--- src/rtl/mdr_mem_if.sv ---
// ============================================================================
// Module      : mdr_mem_if
// Description : Memory data register with a req/ack memory handshake engine.
//               Supports byte/half/word/full accesses with lane steering on
//               writes, lane extraction plus zero/sign extension on reads,
//               and busy/done/err status for the control unit.
//               Optional feature macro: MDR_TIMEOUT_EN (abort a transaction
//               that sees no mem_ack within TIMEOUT request cycles).
// Revision    : 1.0 - initial release
// ============================================================================
`default_nettype none

module mdr_mem_if #(
    parameter int DATA_W  = 32,
    parameter int OFF_W   = 3,
    parameter int TIMEOUT = 15
) (
    input  logic                  clock,
    input  logic                  reset,
    input  logic [DATA_W-1:0]     BusMuxOut,
    input  logic                  MDRin,
    input  logic                  mem_rd,
    input  logic                  mem_wr,
    input  logic [1:0]            size,
    input  logic                  sign_ext,
    input  logic [OFF_W-1:0]      byte_off,
    output logic                  mem_req,
    output logic                  mem_we,
    output logic [DATA_W/8-1:0]   mem_be,
    output logic [DATA_W-1:0]     mem_wdata,
    input  logic [DATA_W-1:0]     mem_rdata,
    input  logic                  mem_ack,
    output logic [DATA_W-1:0]     Q,
    output logic                  busy,
    output logic                  done,
    output logic                  err
);

    localparam int NB = DATA_W / 8;     // bytes per memory word
    localparam int LB = $clog2(NB);     // byte-offset bits actually used

    typedef enum logic [1:0] {
        IDLE = 2'd0,
        RD   = 2'd1,
        WR   = 2'd2
    } state_t;

    state_t          state;
    logic [1:0]      size_lat;
    logic            sext_lat;
    logic [LB-1:0]   off_lat;

    // Only the low LB offset bits select a lane; upper bits are don't-care.
    logic [LB-1:0]   off_lo;
    assign off_lo = byte_off[LB-1:0];

    // Right-justified data mask covering the bytes of one access.
    function automatic logic [DATA_W-1:0] lane_mask(input logic [1:0] sz);
        case (sz)
            2'd0:    lane_mask = DATA_W'(8'hFF);
            2'd1:    lane_mask = DATA_W'(16'hFFFF);
            2'd2:    lane_mask = DATA_W'(32'hFFFF_FFFF);
            default: lane_mask = '1;
        endcase
    endfunction

    // Byte-enable pattern of one access before shifting to its offset.
    function automatic logic [NB-1:0] be_base(input logic [1:0] sz);
        case (sz)
            2'd0:    be_base = NB'(1'b1);
            2'd1:    be_base = NB'(2'b11);
            2'd2:    be_base = NB'(4'hF);
            default: be_base = '1;
        endcase
    endfunction

    // Alignment: offset must be a multiple of the access size in bytes.
    logic aligned;
    always_comb begin
        aligned = 1'b1;
        case (size)
            2'd0:    aligned = 1'b1;
            2'd1:    aligned = (off_lo[0] == 1'b0);
            2'd2:    aligned = (off_lo[1:0] == 2'b00);
            default: aligned = (off_lo == '0);
        endcase
    end

    // Start-edge values: lane-steered write data and shifted byte enables.
    logic [DATA_W-1:0] wr_steered;
    logic [NB-1:0]     be_start;
    assign wr_steered = (Q & lane_mask(size)) << {off_lo, 3'b000};
    assign be_start   = be_base(size) << off_lo;

    // Read path: bring the addressed lanes down to bit 0, then extend.
    logic [DATA_W-1:0] rd_shift;
    logic [DATA_W-1:0] rd_mask;
    logic              rd_msb;
    logic [DATA_W-1:0] rd_ext;
    assign rd_shift = mem_rdata >> {off_lat, 3'b000};
    assign rd_mask  = lane_mask(size_lat);

    // Pick the sign bit of the latched access size; full-width never extends.
    always_comb begin
        rd_msb = 1'b0;
        case (size_lat)
            2'd0:    rd_msb = rd_shift[7];
            2'd1:    rd_msb = rd_shift[15];
            2'd2:    rd_msb = rd_shift[31];
            default: rd_msb = 1'b0;
        endcase
    end

    assign rd_ext = (rd_shift & rd_mask) |
                    ((sext_lat && rd_msb) ? ~rd_mask : '0);

`ifdef MDR_TIMEOUT_EN
    localparam int CNT_W = (TIMEOUT < 2) ? 1 : $clog2(TIMEOUT + 1);
    logic [CNT_W-1:0] to_cnt;
`endif

    // Offset bits above LB are intentionally ignored; TIMEOUT is idle when
    // the abort counter is not built.
    logic unused_ok;
    assign unused_ok = (^{1'b0, byte_off}) ^ (TIMEOUT == 0);

    // Handshake FSM; every output is registered here.
    always_ff @(posedge clock) begin
        if (reset) begin
            state     <= IDLE;
            size_lat  <= 2'd0;
            sext_lat  <= 1'b0;
            off_lat   <= '0;
            mem_req   <= 1'b0;
            mem_we    <= 1'b0;
            mem_be    <= '0;
            mem_wdata <= '0;
            Q         <= '0;
            busy      <= 1'b0;
            done      <= 1'b0;
            err       <= 1'b0;
`ifdef MDR_TIMEOUT_EN
            to_cnt    <= '0;
`endif
        end else begin
            done <= 1'b0;
            err  <= 1'b0;
            case (state)
                IDLE: begin
                    if (mem_rd || mem_wr) begin
                        // A start always swallows a coincident MDRin.
                        if (aligned) begin
                            state     <= mem_rd ? RD : WR;
                            size_lat  <= size;
                            sext_lat  <= sign_ext;
                            off_lat   <= off_lo;
                            mem_req   <= 1'b1;
                            mem_we    <= ~mem_rd;
                            mem_be    <= be_start;
                            mem_wdata <= mem_rd ? '0 : wr_steered;
                            busy      <= 1'b1;
`ifdef MDR_TIMEOUT_EN
                            to_cnt    <= '0;
`endif
                        end else begin
                            err <= 1'b1;
                        end
                    end else if (MDRin) begin
                        Q <= BusMuxOut;
                    end
                end
                RD, WR: begin
                    if (mem_ack) begin
                        // Completion takes precedence over a same-cycle timeout.
                        if (state == RD) begin
                            Q <= rd_ext;
                        end
                        state     <= IDLE;
                        mem_req   <= 1'b0;
                        mem_we    <= 1'b0;
                        mem_be    <= '0;
                        mem_wdata <= '0;
                        busy      <= 1'b0;
                        done      <= 1'b1;
                    end
`ifdef MDR_TIMEOUT_EN
                    else if (to_cnt == CNT_W'(TIMEOUT - 1)) begin
                        state     <= IDLE;
                        mem_req   <= 1'b0;
                        mem_we    <= 1'b0;
                        mem_be    <= '0;
                        mem_wdata <= '0;
                        busy      <= 1'b0;
                        err       <= 1'b1;
                    end else begin
                        to_cnt <= to_cnt + 1'b1;
                    end
`endif
                end
                default: begin
                    state <= IDLE;
                end
            endcase
        end
    end

endmodule

`default_nettype wire

--- config.mk ---
export PLATFORM = sky130hd
export DESIGN_NAME = mdr_mem_if
export DESIGN_NICKNAME = d
export VERILOG_FILES = /design/src/rtl/mdr_mem_if.sv
export SDC_FILE = /design/constraint.sdc
export NUM_CORES = 1
export LEC_CHECK = 0
export CAP_MARGIN = 0
export CELL_PAD_IN_SITES_DETAIL_PLACEMENT = 1
export CELL_PAD_IN_SITES_GLOBAL_PLACEMENT = 1
export CORE_MARGIN = 3
export CORE_UTILIZATION = 31
export DETAILED_ROUTE_END_ITERATION = 8
export GPL_TIMING_DRIVEN = 0
export PLACE_DENSITY = 0.76
export SKIP_LAST_GASP = 1
export SYNTH_ARGS = -nofsm -noshare
export SYNTH_HDL_FRONTEND = slang
export SYNTH_SLANG_ARGS = --single-unit
export TNS_END_PERCENT = 100
--- constraint.sdc ---
create_clock -name clock -period 1.9 [get_ports clock]
set_input_delay 0.285 -clock clock [delete_from_list [all_inputs] [get_ports clock]]
set_output_delay 0.285 -clock clock [all_outputs]
set_load 0.05 [all_outputs]
==> out/qor.txt, run 1 <==
Synth top area cells -> dfxtp_1 (36%), mux2i_1 (6.6%), a221oi_2 (6.5%)
Synth unique cells -> 48
Die height -> 125 µm
Post-DR wirelength/cell -> 22.6 µm
IO Count -> 149
Share of cells above drive strength 1 -> 0.215
CTS tree -> done
Met2 GRT Util -> 0.391
Met1 Use GR -> 0.293
Core Footprint -> 0.0135 mm²
Vias in the first global route -> 4682
Max clock buf depth -> 2
CP max FO -> 8
Setup CP Type -> flip-flop to flip-flop
Nets -> 705
Worst clock skew -> 10.7 ps
Met3 Use GR -> 0.0322
Transition time of the tightest slew-check pin -> 741 ps
CP required -> 2140 ps
Hold buffers post-CTS -> 0
Power Total -> 6.29 mW
Final core occ -> 0.501
Peak supply drop -> 0.514 mV
Syn Inst Count -> 460
GRT Util Overall -> 0.228
Via Count -> 4464
Post-synth EDFFs -> 0
Largest net degree at the start of global routing -> 14
Failing checks -> setup timing
Grt peak-use layer -> met2
Crit end category -> flip-flop
Row count -> 42
Die area -> 0.0156 mm²
#FFs+latches synth -> 79
Root Buffer -> clkbuf_16
DRT antenna net count -> 0
First-pass GRT wire length -> 27800 µm
R2r setup slk -> -30 ps
Syn Std Cell Area -> 0.00438 mm²
Final min period -> 1930 ps
RSZ-0062 raised after global routing -> true
Post-Syn Area per Cell -> 9.51 µm²
Reg power frac -> 0.319
Net Sw Frac -> 0.357
DP Cell Count -> 783
TritonCTS Buffers -> 9
Comb power frac -> 0.355
Startpoint Class -> flip-flop
Clk pwr share -> 0.326
Worst rel slew slack -> 0.506
Crit share post-route -> 1.01
Syn_nets -> 538
Fill count -> 1501
Final hold vios -> 0
NetSw -> 2.25 mW
Leak pwr -> 2.50 nW
Final cell count without fillers -> 808
Commonest non-fill, non-tap cell in the layout -> clkdlybuf4s50_1
Worst setup margin -> -28.2 ps
Post-DP HPWL -> 13900 µm
Setup violations, final -> 9
Pre-antenna DRT Iters -> 4
Register area -> 0.00159 mm²
Worst path arrival time -> 2170 ps
Final non-filler cell area -> 0.00676 mm²
Drt drc -> 0
Setup TNS -> -110 ps
Port Buffers -> 147
Hold WS -> 435 ps
Final WL -> 18300 µm
Instance area at placement -> 0.00609 mm²
Clk_lat worst skew -> 340 ps
Initial antenna violation count -> 0
Share of the synthesized area in the top cell type -> 0.361
Synth warnings -> 0
Dpl ws -> -637 ps
Achievable frequency -> 519 MHz
Status -> finished, violations left
Ys async rst share -> 0
Horiz. Die Dim -> 125 µm
Multi-input logic area -> 0.00272 mm²
Max cap viols -> 0
PD cells -> 930 mW/mm²
Synth area leader -> dfxtp_1
Via density -> 5.52
H-Tree Depth -> 3
Sink Count -> 79
Register area share after synthesis -> 0.361
First-iteration detailed-routing DRC count -> 195
Most frequent cells in the layout -> clkdlybuf4s50_1 (118), dfxtp_1 (76), nand2_1 (55), mux2i_1 (27), a221oi_2 (24)
Main synth FF type -> dfxtp_1
Initial core utilization -> 0.324
Gr ovfl total -> 0
Gp weighted congestion -> 0.854
Pint -> 4.04 mW
Final count of pins violating max slew -> 0
Hold Path Class -> input pin to flip-flop
Clock Pin Slew Worst Setup and Hold Paths -> 70 ps
Area grow syn2layout -> 54.6%
# diodes -> 0
[synth_stat cells, types with 8 or more instances]
cell type and instances:
a211o_1 9, a211oi_1 17, a221oi_2 19, a22o_1 16
a22oi_1 16, buf_2 11, clkbuf_1 23, dfxtp_1 79
mux2_2 9, mux2i_1 29, mux4_2 8, nand2_1 55
nand2b_1 11, nor2_1 20, nor2b_1 21, o21ai_0 30
o2bb2ai_1 19
[power groups by stage]
stage                     combinational, mW  sequential (mW)  clock, mW
after floorplan                       0.901             2.39          0
after global placement                 2.03             2.03          0
after detailed placement               2.07             2.04          0
after CTS                              2.11             2.00       2.07
after global routing                   2.37             2.02       2.13
final                                  2.23             2.01       2.05
[path summary, 6_finish.rpt]
check                from      endpoint  cells after the start
max reg2reg      state[1]          Q[8]                      8
max              state[1]          Q[8]                      8
min               size[0]   size_lat[0]                      3
min reg2reg  mem_wdata[2]  mem_wdata[2]                      1
[critical path, cell delays in order (launching register included)]
cell      delay, ps
dfxtp_2         330
inv_2            50
ha_4            300
mux2i_4         330
a211oi_4         80
buf_12          150
and3_4          170
buf_8           140
a221oi_2        290
[cells by family after synthesis]
kind of cell,Yosys count,synth area share
AND/OR/NAND/NOR,124,0.139
adder cells (fa/ha/maj),2,0.00572
AO/OA/AOI/OAI,158,0.304
multiplexers,46,0.131
flip-flops,79,0.361
buffers and inverters,51,0.0589
[repair_timing]
item                                    in CTS  in global routing
endpoints found under the setup margin      86                 64
buffers inserted                             6                  7
pin swaps                                    7                 24
resized for setup                           54                 58
[flip-flops by register name, indices dropped and copies added (netlist names)]
name / count
Q: 32
mem_wdata: 32
mem_be: 4
off_lat: 2
size_lat: 2
state: 2
busy: 1
done: 1
err: 1
mem_we: 1
sext_lat: 1
[area by class of cell]
cell class,count,share of cell area
multi-input cells,330,0.401
flip-flops and latches,79,0.234
repair buffers,159,0.232
plain buffers,42,0.0431
clock buffers,11,0.0374
well taps,176,0.0326
clock inverters,5,0.0154
inverters,6,0.00333
[metal layers]
metal / up-vias / share of wire
met3: 29 / 0.055
met2: 178 / 0.49
met5: - / 0
met1: 2192 / 0.43
met4: 0 / 0.022
li1: 2065 / -
Note: power is estimated with default switching activity, not from simulation.
==> run 2: changes to the inputs <==
Settings changed: ABC_AREA from default to 1, CORE_UTILIZATION 31 to 29, RECOVER_POWER from default to 25.
==> out/qor.txt, run 2 <==
Status -> complete, no violations
Achievable frequency -> 529 MHz (+2.0%)
Startpoint Class -> flip-flop
Die height -> 132 µm (+5.6%)
Hold Path Class -> input pin to flip-flop
Crit share post-route -> 0.995 (-0.0198)
Gr ovfl total -> 0 (unchanged)
Pre-antenna DRT Iters -> 5 (+1)
Worst path arrival time -> 1610 ps (-560 ps)
Synth cell count leaders -> nand2_1 (179), a21oi_1 (111), dfxtp_1 (79), nor2_1 (48), o21ai_0 (47)
Die area -> 0.0174 mm² (+11%)
GRT Util Overall -> 0.216 (-0.0113)
Peak supply drop -> 0.512 mV (-0.39%)
Slowest-stage cell, CP -> clkdlybuf4s50_1
CP max FO -> 3 (-5)
Largest net degree at the start of global routing -> 14 (unchanged)
Most frequent cells in the layout -> nand2_1 (177), clkdlybuf4s50_1 (125), a21oi_1 (111), dfxtp_1 (78), nor2_1 (48)
Met2 wire len -> 8510 µm (-4.8%)
Post-synth EDFFs -> 0 (unchanged)
Hold buffers post-CTS -> 0 (unchanged)
Horiz. Die Dim -> 132 µm (+5.6%)
DRT antenna net count -> 0 (unchanged)
Max cap viols -> 0 (unchanged)
Post-Syn Area per Cell -> 6.64 µm² (-30%)
Gp weighted congestion -> 0.903 (+5.8%)
Commonest non-fill, non-tap cell in the layout -> nand2_1
Syn_nets -> 769 (+43%)
Clk_lat worst skew -> 350 ps (about the same)
Register area share after synthesis -> 0.345 (-0.0168)
# diodes -> 0 (unchanged)
Share of the synthesized area in the top cell type -> 0.345 (-0.0168)
Leak pwr -> 2.66 nW (+6.7%)
Critical path's top delay family -> buffers and inverters
Crit-path max cell delay -> 850 ps (+520 ps)
Root Buffer -> clkbuf_16
Final count of pins violating max slew -> 0 (unchanged)
Synth unique cells -> 38 (-21%)
Fill count -> 1994 (+33%)
Max clock buf depth -> 2 (unchanged)
Metal3 WL -> 1090 µm (+8.2%)
Most frequent cell after synthesis -> nand2_1
First-iteration detailed-routing DRC count -> 416 (+110%)
Setup CP Type -> flip-flop to output pin
Initial antenna violation count -> 0 (unchanged)
Transition time of the tightest slew-check pin -> 627 ps (-113 ps)
Synth top area cells -> dfxtp_1 (34%), nand2_1 (15%), a21oi_1 (12%)
IO Count -> 149 (unchanged)
Worst clock skew -> 9.57 ps (-1.15 ps)
Nets -> 928 (+32%)
Synth warnings -> 0 (unchanged)
Port Buffers -> 145 (-1.4%)
#FFs+latches synth -> 79 (unchanged)
Final WL -> 19000 µm (+3.9%)
Power Total -> 6.39 mW (+1.6%)
Row count -> 45 (+7.1%)
PD cells -> 968 mW/mm² (+4.0%)
Share of cells above drive strength 1 -> 0.120 (-0.0947)
Sink Count -> 79 (unchanged)
Final core occ -> 0.431 (-0.0695)
Largest regs -> Q: 32 flops, mem_wdata: 32 flops, mem_be: 4 flops
DR top layer -> met4
Cell chain of the critical path -> clkdlybuf4s50_1
Post-DR wirelength/cell -> 17.8 µm (-21%)
TritonCTS Buffers -> 9 (unchanged)
First-pass GRT wire length -> 29600 µm (+6.6%)
Initial core utilization -> 0.300 (-0.0244)
Setup violations, final -> 0 (-9)
Area grow syn2layout -> 44.0%
Synth area leader -> dfxtp_1
Clock Pin Slew Worst Setup and Hold Paths -> 60 ps (about the same)
Via density -> 4.98 (-9.9%)
Drt drc -> 0 (unchanged)
CTS tree -> done
H-Tree Depth -> 3 (unchanged)
Final hold vios -> 0 (unchanged)
Syn Std Cell Area -> 0.00459 mm² (+4.9%)
Metal-1 WL -> 9100 µm (+15%)
Worst Path Buf+Inv -> 1 (-2)
Vias in the first global route -> 5378 (+15%)
Core Footprint -> 0.0153 mm² (+13%)
Hold WS -> 355 ps (-79.5 ps)
Post-DP HPWL -> 15300 µm (+10%)
Ys async rst share -> 0 (unchanged)
Main synth FF type -> dfxtp_1
Crit end category -> output pin
Worst rel slew slack -> 0.583 (+0.0774)
CP required -> 1620 ps (-520 ps)
Final min period -> 1890 ps (-37.7 ps)
Via Count -> 5307 (+19%)
Syn Inst Count -> 691 (+50%)
-- run 2: cell types whose count changed after synthesis, moves of 28 or more --
cell	delta
nand3_1	+43
nand2_1	+124
a21oi_1	+106
inv_1	+30
nor2_1	+28
mux2i_1	-29
-- run 2: final cells by class --
cell class | instances | area (µm²) | area share
tap | 211 | 264 | 0.0400
multi-input combinational | 519 | 2570 | 0.389
inverter | 43 | 169 | 0.0256
clock buffer | 11 | 243 | 0.0367
sequential | 79 | 1580 | 0.240
buffer | 50 | 312 | 0.0472
clock inverter | 5 | 81.3 | 0.0123
timing repair buffer | 148 | 1390 | 0.210
-- run 2: repair_timing --
item / in CTS / in global routing
setup buffers: 2 / 1
pin swaps: 2 / 2
resized for setup: 10 / 29
endpoints found under the setup margin: 53 / 78
-- run 2: worst paths after layout --
check / slack (ps) / startpoint / endpoint / cells past startpoint
setup / recovery: 9 / Q[14] / Q[14] / 1
hold / removal: 360 / byte_off[0] / err / 3
setup reg to reg: 120 / off_lat[1] / Q[22] / 11
hold reg to reg: 460 / mem_wdata[10] / mem_wdata[10] / 2
-- run 2: logic make-up after synthesis --
group | after synthesis | synth area share
adder cells (fa/ha/maj) | 2 | 0.00545
AND/OR/NAND/NOR | 315 | 0.307
multiplexers | 2 | 0.00491
flip-flops | 79 | 0.345
buffers and inverters | 93 | 0.104
AO/OA/AOI/OAI | 200 | 0.234
-- run 2: per-layer routing --
layer | vias to the layer above | GRT usage
li1 | 2609 | -
met1 | 2515 | 0.303
met2 | 167 | 0.340
met3 | 16 | 0.0454
met4 | 0 | 0.0578
met5 | - | 0
-- run 2: power by group --
group | switching, mW | internal [mW] | total (mW) | leakage [nW]
Sequential | 0.183 | 1.84 | 2.02 | 0.647
Clock | 0.704 | 1.19 | 1.89 | 0.156
Combinational | 1.65 | 0.833 | 2.48 | 1.86
-- run 2: per-stage QoR --
step	instances	setup TNS [ps]	instance area [µm²]	worst slack (ps)
after detailed placement	1047	-15220	6300	-410
after global placement	1047	-12610	6300	-341
after floorplan	691	0	4590	155
after CTS	1065	0	6660	0.0394
final	1066	0	6610	9.47
after global routing	1066	-29.2	6610	-29.2
==> run 3: changes to the inputs <==
Settings changed: CORE_ASPECT_RATIO from default to 1.4.
==> out/qor.txt, run 3 (synthesis gave the netlist of run 2 again) <==
Status -> finished, violations left
Failing checks -> setup timing
NetSw -> 2.52 mW (-0.39%)
Clk_lat worst skew -> 340 ps (about the same)
Nets -> 929 (+0.11%)
CTS tree -> done
Crit-path max cell delay -> 850 ps (about the same)
Die area -> 0.0174 mm² (+0.12%)
Largest net degree at the start of global routing -> 14 (unchanged)
GRT Util Overall -> 0.213 (-0.00320)
# diodes -> 0 (unchanged)
Peak supply drop -> 0.487 mV (-4.9%)
Initial antenna violation count -> 0 (unchanged)
Setup TNS -> -2.99 ps (-2.99 ps)
DRT antenna net count -> 0 (unchanged)
Transition time of the tightest slew-check pin -> 604 ps (-23.3 ps)
Final count of pins violating max slew -> 0 (unchanged)
Commonest non-fill, non-tap cell in the layout -> nand2_1
Area grow syn2layout -> 44.2%
Worst Path Buf+Inv -> 1 (unchanged)
H-Tree Depth -> 3 (unchanged)
Crit share post-route -> 1.00 (+0.00656)
Achievable frequency -> 525 MHz (-0.65%)
Worst clock skew -> 6.47 ps (-3.10 ps)
Max cap viols -> 0 (unchanged)
CP max FO -> 3 (unchanged)
Leak pwr -> 2.68 nW (+0.60%)
Power Total -> 6.28 mW (-1.7%)
CP required -> 1620 ps (about the same)
Pre-antenna DRT Iters -> 4 (-1)
Root Buffer -> clkbuf_16
Crit end category -> output pin
Drt drc -> 0 (unchanged)
First-pass GRT wire length -> 29100 µm (-1.7%)
Sink Count -> 79 (unchanged)
Horiz. Die Dim -> 112 µm (-15%)
Largest regs -> Q: 32 flops, mem_wdata: 32 flops, mem_be: 4 flops
Worst setup margin -> -2.99 ps (-12.5 ps)
Final hold vios -> 0 (unchanged)
Clk pwr share -> 0.280 (-0.016)
DP Cell Count -> 1028 (-1.8%)
Net Sw Frac -> 0.402 (+0.00540)
Final min period -> 1900 ps (+12.5 ps)
Worst path arrival time -> 1620 ps (about the same)
Setup CP Type -> flip-flop to output pin
Row count -> 53 (+18%)
IO Count -> 149 (unchanged)
Clock Pin Slew Worst Setup and Hold Paths -> 60 ps (about the same)
Final cell count without fillers -> 1048 (-1.7%)
Die height -> 155 µm (+17%)
Initial core utilization -> 0.301 (+0.00123)
Reg power frac -> 0.321 (+0.005)
Port Buffers -> 145 (unchanged)
Worst rel slew slack -> 0.599 (+0.0154)
Gr ovfl total -> 0 (unchanged)
Post-DP HPWL -> 15400 µm (+0.69%)
First-iteration detailed-routing DRC count -> 249 (-40%)
Pint -> 3.76 mW (-2.6%)
Vias in the first global route -> 5469 (+1.7%)
Max clock buf depth -> 2 (unchanged)
Setup violations, final -> 1 (+1)
Startpoint Class -> flip-flop
Final WL -> 18700 µm (-1.7%)
Post-DR wirelength/cell -> 17.8 µm (about the same)
Critical path's top delay family -> buffers and inverters
Slowest-stage cell, CP -> clkdlybuf4s50_1
Hold Path Class -> input pin to flip-flop
Most frequent cells in the layout -> nand2_1 (177), clkdlybuf4s50_1 (130), a21oi_1 (111), dfxtp_1 (78)
Gp weighted congestion -> 0.894 (-0.99%)
PD cells -> 949 mW/mm² (-1.9%)
Via Count -> 5137 (-3.2%)
TritonCTS Buffers -> 9 (unchanged)
RSZ-0062 raised after global routing -> false
Cell chain of the critical path -> clkdlybuf4s50_1
Via density -> 4.90 (-1.5%)
Share of cells above drive strength 1 -> 0.123 (+0.00220)
Comb power frac -> 0.398 (+0.010)
Core Footprint -> 0.0153 mm² (-0.41%)
run 3: repair_timing:
item | 4_1_cts | 5_1_grt
pin swaps | 2 | 1
gates resized for setup | 14 | 17
setup buffers | 3 | 1
endpoints found under the setup margin | 63 | 69
cloned | 0 | 0
hold buffers | 0 | 0
run 3: worst register-to-register path: stages (launching register included):
cell and delay [ps]:
dfxtp_1 330, inv_1 90, ha_4 260, buf_8 150, o21ai_4 210, nor2_4 50, nand2_4 100, inv_4 40
buf_8 130, buf_8 140, o21ai_1 140, a21oi_1 60
run 3: final timing paths:
check / slack (ps) / depth (start not counted) / startpoint / endpoint
worst max register to register: 90 / 11 / state[0] / Q[18]
worst min-delay path: 350 / 3 / byte_off[0] / err
worst min register to register: 460 / 2 / mem_wdata[1] / mem_wdata[1]
worst max-delay path: -3 / 1 / Q[10] / Q[10]
run 3: per-stage QoR:
stage	util	instance area (µm²)	hold slack [ps]	setup WS [ps]
final	0.434	6620	352	-2.99
after global routing	0.434	6620	369	0.375
after CTS	0.434	6630	392	5.86
after detailed placement	0.412	6280	455	-347
after global placement	0.412	6280	450	-342
after floorplan	-	4590	418	155
run 3: cell type report:
type,instances,area [µm²]
multi-input combinational,519,2580
tap,192,240
clock inverter,5,56.3
timing repair buffer,149,1440
sequential,79,1580
clock buffer,11,243
fill,1986,8630
inverter,43,169
buffer,50,312
run 3: layer usage:
layer  track usage  wire length [µm]  part of all wire
met1         0.238              7360              0.39
met2         0.399              9930              0.53
met3        0.0235               642             0.034
met4        0.0979               729             0.039
met5             0                 0                 0
run 3: power by group through the flow:
stage	sequential (mW)	clock [mW]	combinational, mW
after floorplan	2.54	0	1.08
after global placement	2.05	0	2.47
after detailed placement	2.05	0	2.49
after CTS	2.02	1.78	2.52
after global routing	2.04	1.84	2.70
final	2.02	1.76	2.50
